### src/rtl/stack_pkg.sv
// Shared definitions for the stack unit: operation encoding and default sizing.
package stack_pkg;

  localparam int STACK_DATA_W_DEF = 8;
  localparam int STACK_DEPTH_DEF  = 16;

  typedef enum logic [1:0] {
    OP_HOLD    = 2'b00,
    OP_PUSH    = 2'b01,
    OP_POP     = 2'b10,
    OP_REPLACE = 2'b11
  } stack_op_e;

  // Map the raw push/pop strobes onto a single operation per cycle.
  function automatic stack_op_e stack_decode(input logic push, input logic pop);
    stack_op_e op;
    case ({pop, push})
      2'b01:   op = OP_PUSH;
      2'b10:   op = OP_POP;
      2'b11:   op = OP_REPLACE;
      default: op = OP_HOLD;
    endcase
    return op;
  endfunction

endpackage

### src/rtl/stack_ram.sv
// Stack storage: DEPTH x DATA_W, one synchronous write port, asynchronous reads.
// With STACK_NOS_EN defined a second read port supplies the next-of-stack entry.
// Contents are deliberately not reset; the pointer logic masks stale entries.
module stack_ram #(
  parameter int DATA_W = 8,
  parameter int DEPTH  = 16,
  parameter int AW     = $clog2(DEPTH)
) (
  input  logic              clk,
  input  logic              we,
  input  logic [AW-1:0]     waddr,
  input  logic [DATA_W-1:0] wdata,
  input  logic [AW-1:0]     raddr_top,
  output logic [DATA_W-1:0] rdata_top
`ifdef STACK_NOS_EN
  ,
  input  logic [AW-1:0]     raddr_nos,
  output logic [DATA_W-1:0] rdata_nos
`endif
);

  logic [DATA_W-1:0] mem_q [DEPTH];

  // Single write port, updated on the rising edge.
  always_ff @(posedge clk) begin
    if (we) begin
      mem_q[waddr] <= wdata;
    end
  end

  assign rdata_top = mem_q[raddr_top];
`ifdef STACK_NOS_EN
  assign rdata_nos = mem_q[raddr_nos];
`endif

endmodule

### src/rtl/stack_unit.sv
// LIFO stack with sticky overflow/underflow flags and combinational top-of-stack.
// Optional feature: define STACK_NOS_EN to add the next-of-stack output 'nos'.
module stack_unit
  import stack_pkg::*;
#(
  parameter int DATA_W = STACK_DATA_W_DEF,
  parameter int DEPTH  = STACK_DEPTH_DEF
) (
  input  logic                       clk,
  input  logic                       rst,
  input  logic                       push,
  input  logic                       pop,
  input  logic [DATA_W-1:0]          data_in,
  input  logic                       clr_err,
  output logic [DATA_W-1:0]          tos,
  output logic [$clog2(DEPTH+1)-1:0] count,
  output logic                       full,
  output logic                       empty,
  output logic                       ovf,
  output logic                       udf
`ifdef STACK_NOS_EN
  ,
  output logic [DATA_W-1:0]          nos
`endif
);

  localparam int AW = $clog2(DEPTH);
  localparam int CW = $clog2(DEPTH+1);

  stack_op_e         op;
  logic [CW-1:0]     count_q, count_d;
  logic              ovf_q, ovf_d;
  logic              udf_q, udf_d;
  logic              ovf_evt, udf_evt;
  logic              we;
  logic [AW-1:0]     waddr;
  logic [AW-1:0]     top_idx;
  logic [DATA_W-1:0] rdata_top;
  logic              is_full, is_empty;

  assign op       = stack_decode(push, pop);
  assign is_full  = (count_q == CW'(DEPTH));
  assign is_empty = (count_q == '0);
  assign top_idx  = AW'(count_q - CW'(1));

  // Operation decode: next count, storage write and error events.
  always_comb begin
    count_d = count_q;
    we      = 1'b0;
    waddr   = top_idx;
    ovf_evt = 1'b0;
    udf_evt = 1'b0;
    case (op)
      OP_PUSH: begin
        if (is_full) begin
          ovf_evt = 1'b1;
        end else begin
          we      = 1'b1;
          waddr   = AW'(count_q);
          count_d = count_q + CW'(1);
        end
      end
      OP_POP: begin
        if (is_empty) begin
          udf_evt = 1'b1;
        end else begin
          count_d = count_q - CW'(1);
        end
      end
      OP_REPLACE: begin
        if (is_empty) begin
          udf_evt = 1'b1;
        end else begin
          we = 1'b1;
        end
      end
      default: ;
    endcase
  end

  // Sticky flags: clear request loses to a same-cycle error.
  always_comb begin
    ovf_d = (clr_err ? 1'b0 : ovf_q) | ovf_evt;
    udf_d = (clr_err ? 1'b0 : udf_q) | udf_evt;
  end

  // Pointer and flag registers; reset empties the stack immediately.
  always_ff @(posedge clk or negedge rst) begin
    if (!rst) begin
      count_q <= '0;
      ovf_q   <= 1'b0;
      udf_q   <= 1'b0;
    end else begin
      count_q <= count_d;
      ovf_q   <= ovf_d;
      udf_q   <= udf_d;
    end
  end

`ifdef STACK_NOS_EN
  logic [AW-1:0]     nos_idx;
  logic [DATA_W-1:0] rdata_nos;
  assign nos_idx = AW'(count_q - CW'(2));
`endif

  stack_ram #(
    .DATA_W (DATA_W),
    .DEPTH  (DEPTH),
    .AW     (AW)
  ) u_ram (
    .clk       (clk),
    .we        (we),
    .waddr     (waddr),
    .wdata     (data_in),
    .raddr_top (top_idx),
    .rdata_top (rdata_top)
`ifdef STACK_NOS_EN
    ,
    .raddr_nos (nos_idx),
    .rdata_nos (rdata_nos)
`endif
  );

  assign tos   = is_empty ? '0 : rdata_top;
  assign count = count_q;
  assign full  = is_full;
  assign empty = is_empty;
  assign ovf   = ovf_q;
  assign udf   = udf_q;

`ifdef STACK_NOS_EN
  // Entries below the top are only visible once at least two are stacked.
  assign nos = (count_q < CW'(2)) ? '0 : rdata_nos;
`endif

endmodule

### config.mk
export PLATFORM = sky130hd
export DESIGN_NAME = stack_unit
export DESIGN_NICKNAME = d
export VERILOG_FILES = /design/src/rtl/stack_pkg.sv /design/src/rtl/stack_ram.sv /design/src/rtl/stack_unit.sv
export SDC_FILE = /design/constraint.sdc
export NUM_CORES = 1
export LEC_CHECK = 0
export BUFFER_PORTS_ARGS = -buffer_cell sky130_fd_sc_hd__buf_2
export CAP_MARGIN = 20
export CORE_UTILIZATION = 60
export DETAILED_ROUTE_END_ITERATION = 7
export GPL_ROUTABILITY_DRIVEN = 0
export PLACE_DENSITY = 0.8
export REMOVE_ABC_BUFFERS = 1
export SYNTH_ARGS = -nofsm -noshare
export SYNTH_HDL_FRONTEND = slang
export SYNTH_SLANG_ARGS = --single-unit
### constraint.sdc
create_clock -name clk -period 3.8 [get_ports clk]
set_input_delay 0.57 -clock clk [delete_from_list [all_inputs] [get_ports clk]]
set_output_delay 0.57 -clock clk [all_outputs]
set_load 0.02 [all_outputs]
==> metrics.yaml, run 1 <==
max_cap_viol_count: 0
netlist.area_leader.share_pct: 68.56
grt-busiest-layer: "met2"
slew_headroom_pct: 65.78
drive_above_1_share_pct: 33.15
crit_path_start_kind: "register"
use_met3_pct: 6.809
yosys_warnings: 0
fin_ws_ns: 0.2116
powerDensity_nw_per_um2: 886.4
grt_pass1_wl_microns: 16550
drt-initial-drc-count: 306
dr.pass1.iters: 4
worstPathRequired_ns: 3.23
netlist_area_sq_um: 5607
hpwl_microns: 6809
yosysTopAreaCell: "edfxtp_1"
grt_max_degree: 32
yosysSeqAreaShare_pct: 71.68
drc: 0
multi_input_area_sq_um: 1471
timing.final.crit_share_pct: 94.43
max_slew.worst_pin.slew_ns: 0.5061
hold_violations: 0
p_switching_mw: 2.035
groute.layer.met1.usage_pct: 33.37
p_leak_nw: 2.284
antenna_found_initial: 0
slew_viol_final: 0
synth_flop_cell: "edfxtp_1"
arrival_ns: 3.02
clockBufferDepth: 2
dp_slack_ns: 0.5709
finalSetupTns_ns: 0
fill_cells: 496
die_w_microns: 98.67
async_flop_share_pct: 5.185
placed_cell_area_sq_um: 5961
cts_buffers: 17
syn_inst: 298
p_int_mw: 3.790
seq_power_share_pct: 33.9
ys_ff_latch: 135
grtUsageTotal_pct: 24.63
start_util_pct: 63.06
grtUsageMet2_pct: 38.19
clock.fmax_mhz: 278.7
avgSynthCellArea_sq_um: 18.81
pwr-share-clk_pct: 27.3
antenna-diode-count: 0
cts_tree: "yes"
fin_skew_ns: 0.005028
vias_per_cell: 6.431
rsz0062_at_grt: "false"
setup_viol_count_final: 0
switching_share_pct: 34.93
totalWireLength_microns: 10810
place_inst: 440
synthTopCellsByArea: "edfxtp_1 (69%), mux4_2 (13%), dfrtp_1 (3.1%), mux2i_1 (2.9%), o22ai_1 (1.2%)"
vdd.ir_drop.worst_v: 0.0006308
fin_nets: 368
cts.clk_slew.worst_paths_ns: 0.06
wl_per_cell_microns: 22.85
drtAntennaViolNets: 0
grt_pass1_vias: 2980
cp-end-kind: "primary output"
pwr-share-comb_pct: 38.7
crit_type: "reg -> out"
die-area_sq_um: 9735
hold_ws_ns: 0.2489
synth_edf_count: 128
seq_area_sq_um: 4023
rows: 34
clock_sinks: 135
io_buffers: 29
die_y_microns: 98.67
outcome: "finished, final reports clean"
clk_latency_ns: 0.52
finalNonFillerCells: 473
final_core_utilization_pct: 73.91
period_needed_ns: 3.588
syn2layout_area_growth_pct: 17.21
hp-class: "in -> reg"
cp_max_fo: 31
fp.coreArea_sq_um: 8891
fin_area_sq_um: 6571
ys_types: 42
gr-total-overflow: 0
ctsHtreeMaxLevel: 4
cts-root-buf: "clkbuf_8"
power.total_mw: 5.825
vias: 3042
io_pins: 30
## flip-flops by register name, indices dropped and copies added, names as in the netlist
name,count
ovf,1
count,5
u_ram.mem_q,128
udf,1
## synth_stat cells (7+ instances only)
library cell,instances
edfxtp_1,128
mux4_2,32
mux2i_1,16
nor2_1,14
o22ai_1,11
dfrtp_1,7
inv_1,7
nand2_1,7
nor3_1,7
## path summary, 6_finish.rpt
path | from | end | slack [ns] | cells past startpoint
worst max-delay path | count[0]$_DFFE_PN0P_ | tos[6] | 0.21 | 7
worst min-delay path | clr_err | udf$_DFF_PN0_ | 0.25 | 2
worst max register to register | count[0]$_DFFE_PN0P_ | u_ram.mem_q[11][4]$_DFFE_PP_ | 1.00 | 8
worst min register to register | ovf$_DFF_PN0_ | ovf$_DFF_PN0_ | 0.52 | 2
max in group asynchronous | rst | count[0]$_DFFE_PN0P_ | 3.19 | 2
min in group asynchronous | rst | count[4]$_DFFE_PN0P_ | 0.42 | 2
## worst max-delay path, cell delays in order (launching register included)
cell     delay, ns
dfrtp_4       0.60
inv_1         0.19
ha_1          0.53
buf_12        0.26
mux4_2        0.33
mux2i_1       0.23
o22ai_1       0.14
buf_2         0.20
## timing repair
| item | 4_1_cts | 5_1_grt |
|---|---|---|
| hold buffers | 1 | 0 |
| endpoints found under the hold margin | 7 | 0 |
| setup buffers | 0 | 0 |
| gates resized for setup | 1 | 2 |
| setup endpoints to repair | 2 | 8 |
## placed cells by master, fill, tap and decap left out, drive strengths merged, types with 3 or more instances in the layout
cell type | Yosys | final
a21oi | 3 | 3
and2 | 3 | 3
buf | 11 | 50
clkbuf | 5 | 18
clkinv | 0 | 6
dfrtp | 7 | 7
edfxtp | 128 | 128
ha | 3 | 3
inv | 7 | 12
mux2i | 16 | 16
mux4 | 32 | 32
nand2 | 7 | 7
nor2 | 14 | 14
nor2b | 3 | 3
nor3 | 7 | 7
nor4 | 4 | 4
o21ai | 7 | 7
o22ai | 11 | 11
xnor2 | 5 | 5
## routing by layer
metal / up-vias / wire (microns)
li1: 1335 / -
met1: 1580 / 4630
met2: 110 / 5409
met5: - / 0
met4: 0 / 184
met3: 17 / 585
## logic make-up (layout without fill, tap and decap cells)
logic type | Yosys count | in the layout | share of synthesized area [%]
AND/OR/NAND/NOR | 50 | 50 | 4.954
XOR/XNOR | 6 | 6 | 0.9373
AO/OA/AOI/OAI | 32 | 32 | 3.638
adder cells (fa/ha/maj) | 3 | 3 | 0.6696
multiplexers | 49 | 49 | 15.91
buffers and inverters | 23 | 90 | 2.209
flip-flops | 135 | 135 | 71.68
## power by group through the flow
stage	Clock, mW	Sequential, mW	Combinational [mW]
detailed placement	0	2.00	2.24
floorplan	0	2.08	1.45
global route	1.68	2.00	2.41
global placement	0	1.99	2.20
CTS	1.62	1.98	2.26
finish	1.59	1.98	2.26
## layout make-up
cell class              instances  area share [%]
flip-flops and latches        135           61.21
multi-input cells             140           22.39
clock buffers                  18           6.512
repair buffers                 51           4.950
clock inverters                14           2.475
well taps                     108           2.056
inverters                       7          0.3998
(Power assumes the default switching activity.)
==> run 2: changes to the inputs <==
--- a/config.mk
+++ b/config.mk
@@ -7,3 +7,3 @@
 export LEC_CHECK = 0
-export BUFFER_PORTS_ARGS = -buffer_cell sky130_fd_sc_hd__buf_2
+export BUFFER_PORTS_ARGS = -buffer_cell sky130_fd_sc_hd__buf_4
 export CAP_MARGIN = 20
==> constraint.sdc (replaced) <==
create_clock -name clk -period 3.8 [get_ports clk]
set_input_delay 0.38 -clock clk [delete_from_list [all_inputs] [get_ports clk]]
set_output_delay 0.38 -clock clk [all_outputs]
set_load 0.02 [all_outputs]
==> metrics.yaml, run 2 (synthesis gave the netlist of run 1 again) <==
cts_setup_buffers: 0
fin_nets: 362
setup_viol_count_final: 0
r2r-start: "count[0]$_DFFE_PN0P_"
fp.coreArea_sq_um: 8891
cts_buffers: 17
period_needed_ns: 3.460
timing.rr.end: "u_ram.mem_q[10][1]$_DFFE_PP_"
cts_repair_resize_count: 0
worstHoldStart: "clr_err"
clock.fmax_mhz: 289.0
regMostFlops: "u_ram.mem_q"
crit_path_start_kind: "register"
vias_per_cell: 6.489
r2r_cells: 7
fin_skew_ns: 0.006062
final_cell_mix: "edfxtp_1 (128), buf_4 (44), mux4_2 (32), mux2i_1 (16), clkbuf_16 (16)"
clockBufferDepth: 2
die-area_sq_um: 9735
drt-initial-drc-count: 338
hold_depth: 2
antenna-diode-count: 0
antenna_found_initial: 0
largest_reg_flops: 128
hp-class: "in -> reg"
clk_latency_ns: 0.52
io_buffers: 29
grt_pass1_vias: 3051
drtAntennaViolNets: 0
cts_tree: "yes"
vias: 3024
hpwl_microns: 7028
outcome: "finished, final reports clean"
worstPathRequired_ns: 3.42
die_y_microns: 98.67
syn2layout_area_growth_pct: 18.10
crit_path_start: "count[2]$_DFFE_PN0P_"
slew_viol_final: 0
grt_max_degree: 35
die_w_microns: 98.67
arrival_ns: 3.08
cp_max_fo: 21
drc: 0
placed_cell_area_sq_um: 5976
seq_area_sq_um: 4020
cp-end-kind: "primary output"
drive_above_1_share_pct: 31.28
powerDensity_nw_per_um2: 914.5
start_util_pct: 63.06
grt_pass1_wl_microns: 17930
p_leak_nw: 2.279
hold_violations: 0
rows: 34
grtUsageTotal_pct: 26.41
dr.pass1.iters: 5
clock_sinks: 135
dp_slack_ns: 0.7833
whs_endpoint: "udf$_DFF_PN0_"
slew_headroom_pct: 42.09
r2r_setup_slack_ns: 0.73
cts.clk_slew.worst_paths_ns: 0.06
multi_input_area_sq_um: 1464
finalSetupTns_ns: 0
vdd.ir_drop.worst_v: 0.0006219
crit_type: "reg -> out"
gr-total-overflow: 0
max_cap_viol_count: 0
totalWireLength_microns: 11430
cts-root-buf: "clkbuf_8"
io_pins: 30
ctsHtreeMaxLevel: 4
max_slew.worst_pin.slew_ns: 0.8655
fill_cells: 505
fin_area_sq_um: 6621
final_common_cell: "edfxtp_1"
fin_ws_ns: 0.3397
rsz0062_at_grt: "false"
timing.final.crit_share_pct: 91.06
wl_per_cell_microns: 24.52
-- run 2: cell types whose count changed in the layout (fill, tap and decap cells not counted), sizes merged --
| cell | previous run | this run |
|---|---|---|
| inv | 12 | 11 |
| clkbuf | 18 | 17 |
| buf | 50 | 44 |
| bufinv | 2 | 5 |
| clkinv | 6 | 2 |
| clkinvlp | 1 | 3 |
-- run 2: how the worst max path moves through the flow --
stage | endpoint | cells after the start
2_1_floorplan | u_ram.mem_q[12][0]$_DFFE_PP_ | 4
3_3_place_gp | u_ram.mem_q[3][5]$_DFFE_PP_ | 7
5_1_grt | tos[3] | 6
6_report | tos[0] | 6
4_1_cts | tos[5] | 6
3_5_place_dp | u_ram.mem_q[10][1]$_DFFE_PP_ | 7
-- run 2: final cells by class --
type                    instances  share of cell area (%)
clock buffers                  17                   6.255
clock inverters                14                   3.345
inverters                       7                  0.3968
multi-input cells             140                   22.11
flip-flops and latches        135                   60.71
well taps                     108                   2.041
repair buffers                 45                   5.140
-- run 2: critical path: stages, from the launching register on --
cell and delay [ns]:
dfrtp_1 0.60, o31ai_1 0.49, and2_1 0.51, buf_4 0.33, mux2i_1 0.11, o22ai_1 0.29, buf_4 0.21
-- run 2: where the power goes --
group	internal (mW)	switching (mW)
clock	1.14	0.621
combinational	1.02	1.29
sequential	1.84	0.146
-- run 2: stage by stage --
step	hold slack, ns	util, %	total power [mW]	std cells
floorplan	0.08441	-	3.521	282
global placement	0.1999	67.21	4.270	434
detailed placement	0.2037	67.21	4.299	434
CTS	0.03543	74.47	6.079	466
global route	0.05176	74.47	6.291	466
finish	0.05755	74.47	6.055	466
-- run 2: per-layer routing --
| metal | vias to the layer above | track usage, % | share of wire [%] |
|---|---|---|---|
| li1 | 1321 | - | - |
| met1 | 1524 | 36.27 | 41 |
| met2 | 148 | 42.47 | 50 |
| met3 | 31 | 4.823 | 6.2 |
| met4 | 0 | 11.25 | 2.6 |
| met5 | - | 0 | 0 |
-- run 2: what timing repair did --
action	in CTS	in global routing
endpoints found under the hold margin	7	0
setup endpoints to repair	0	0
hold buffers	1	0
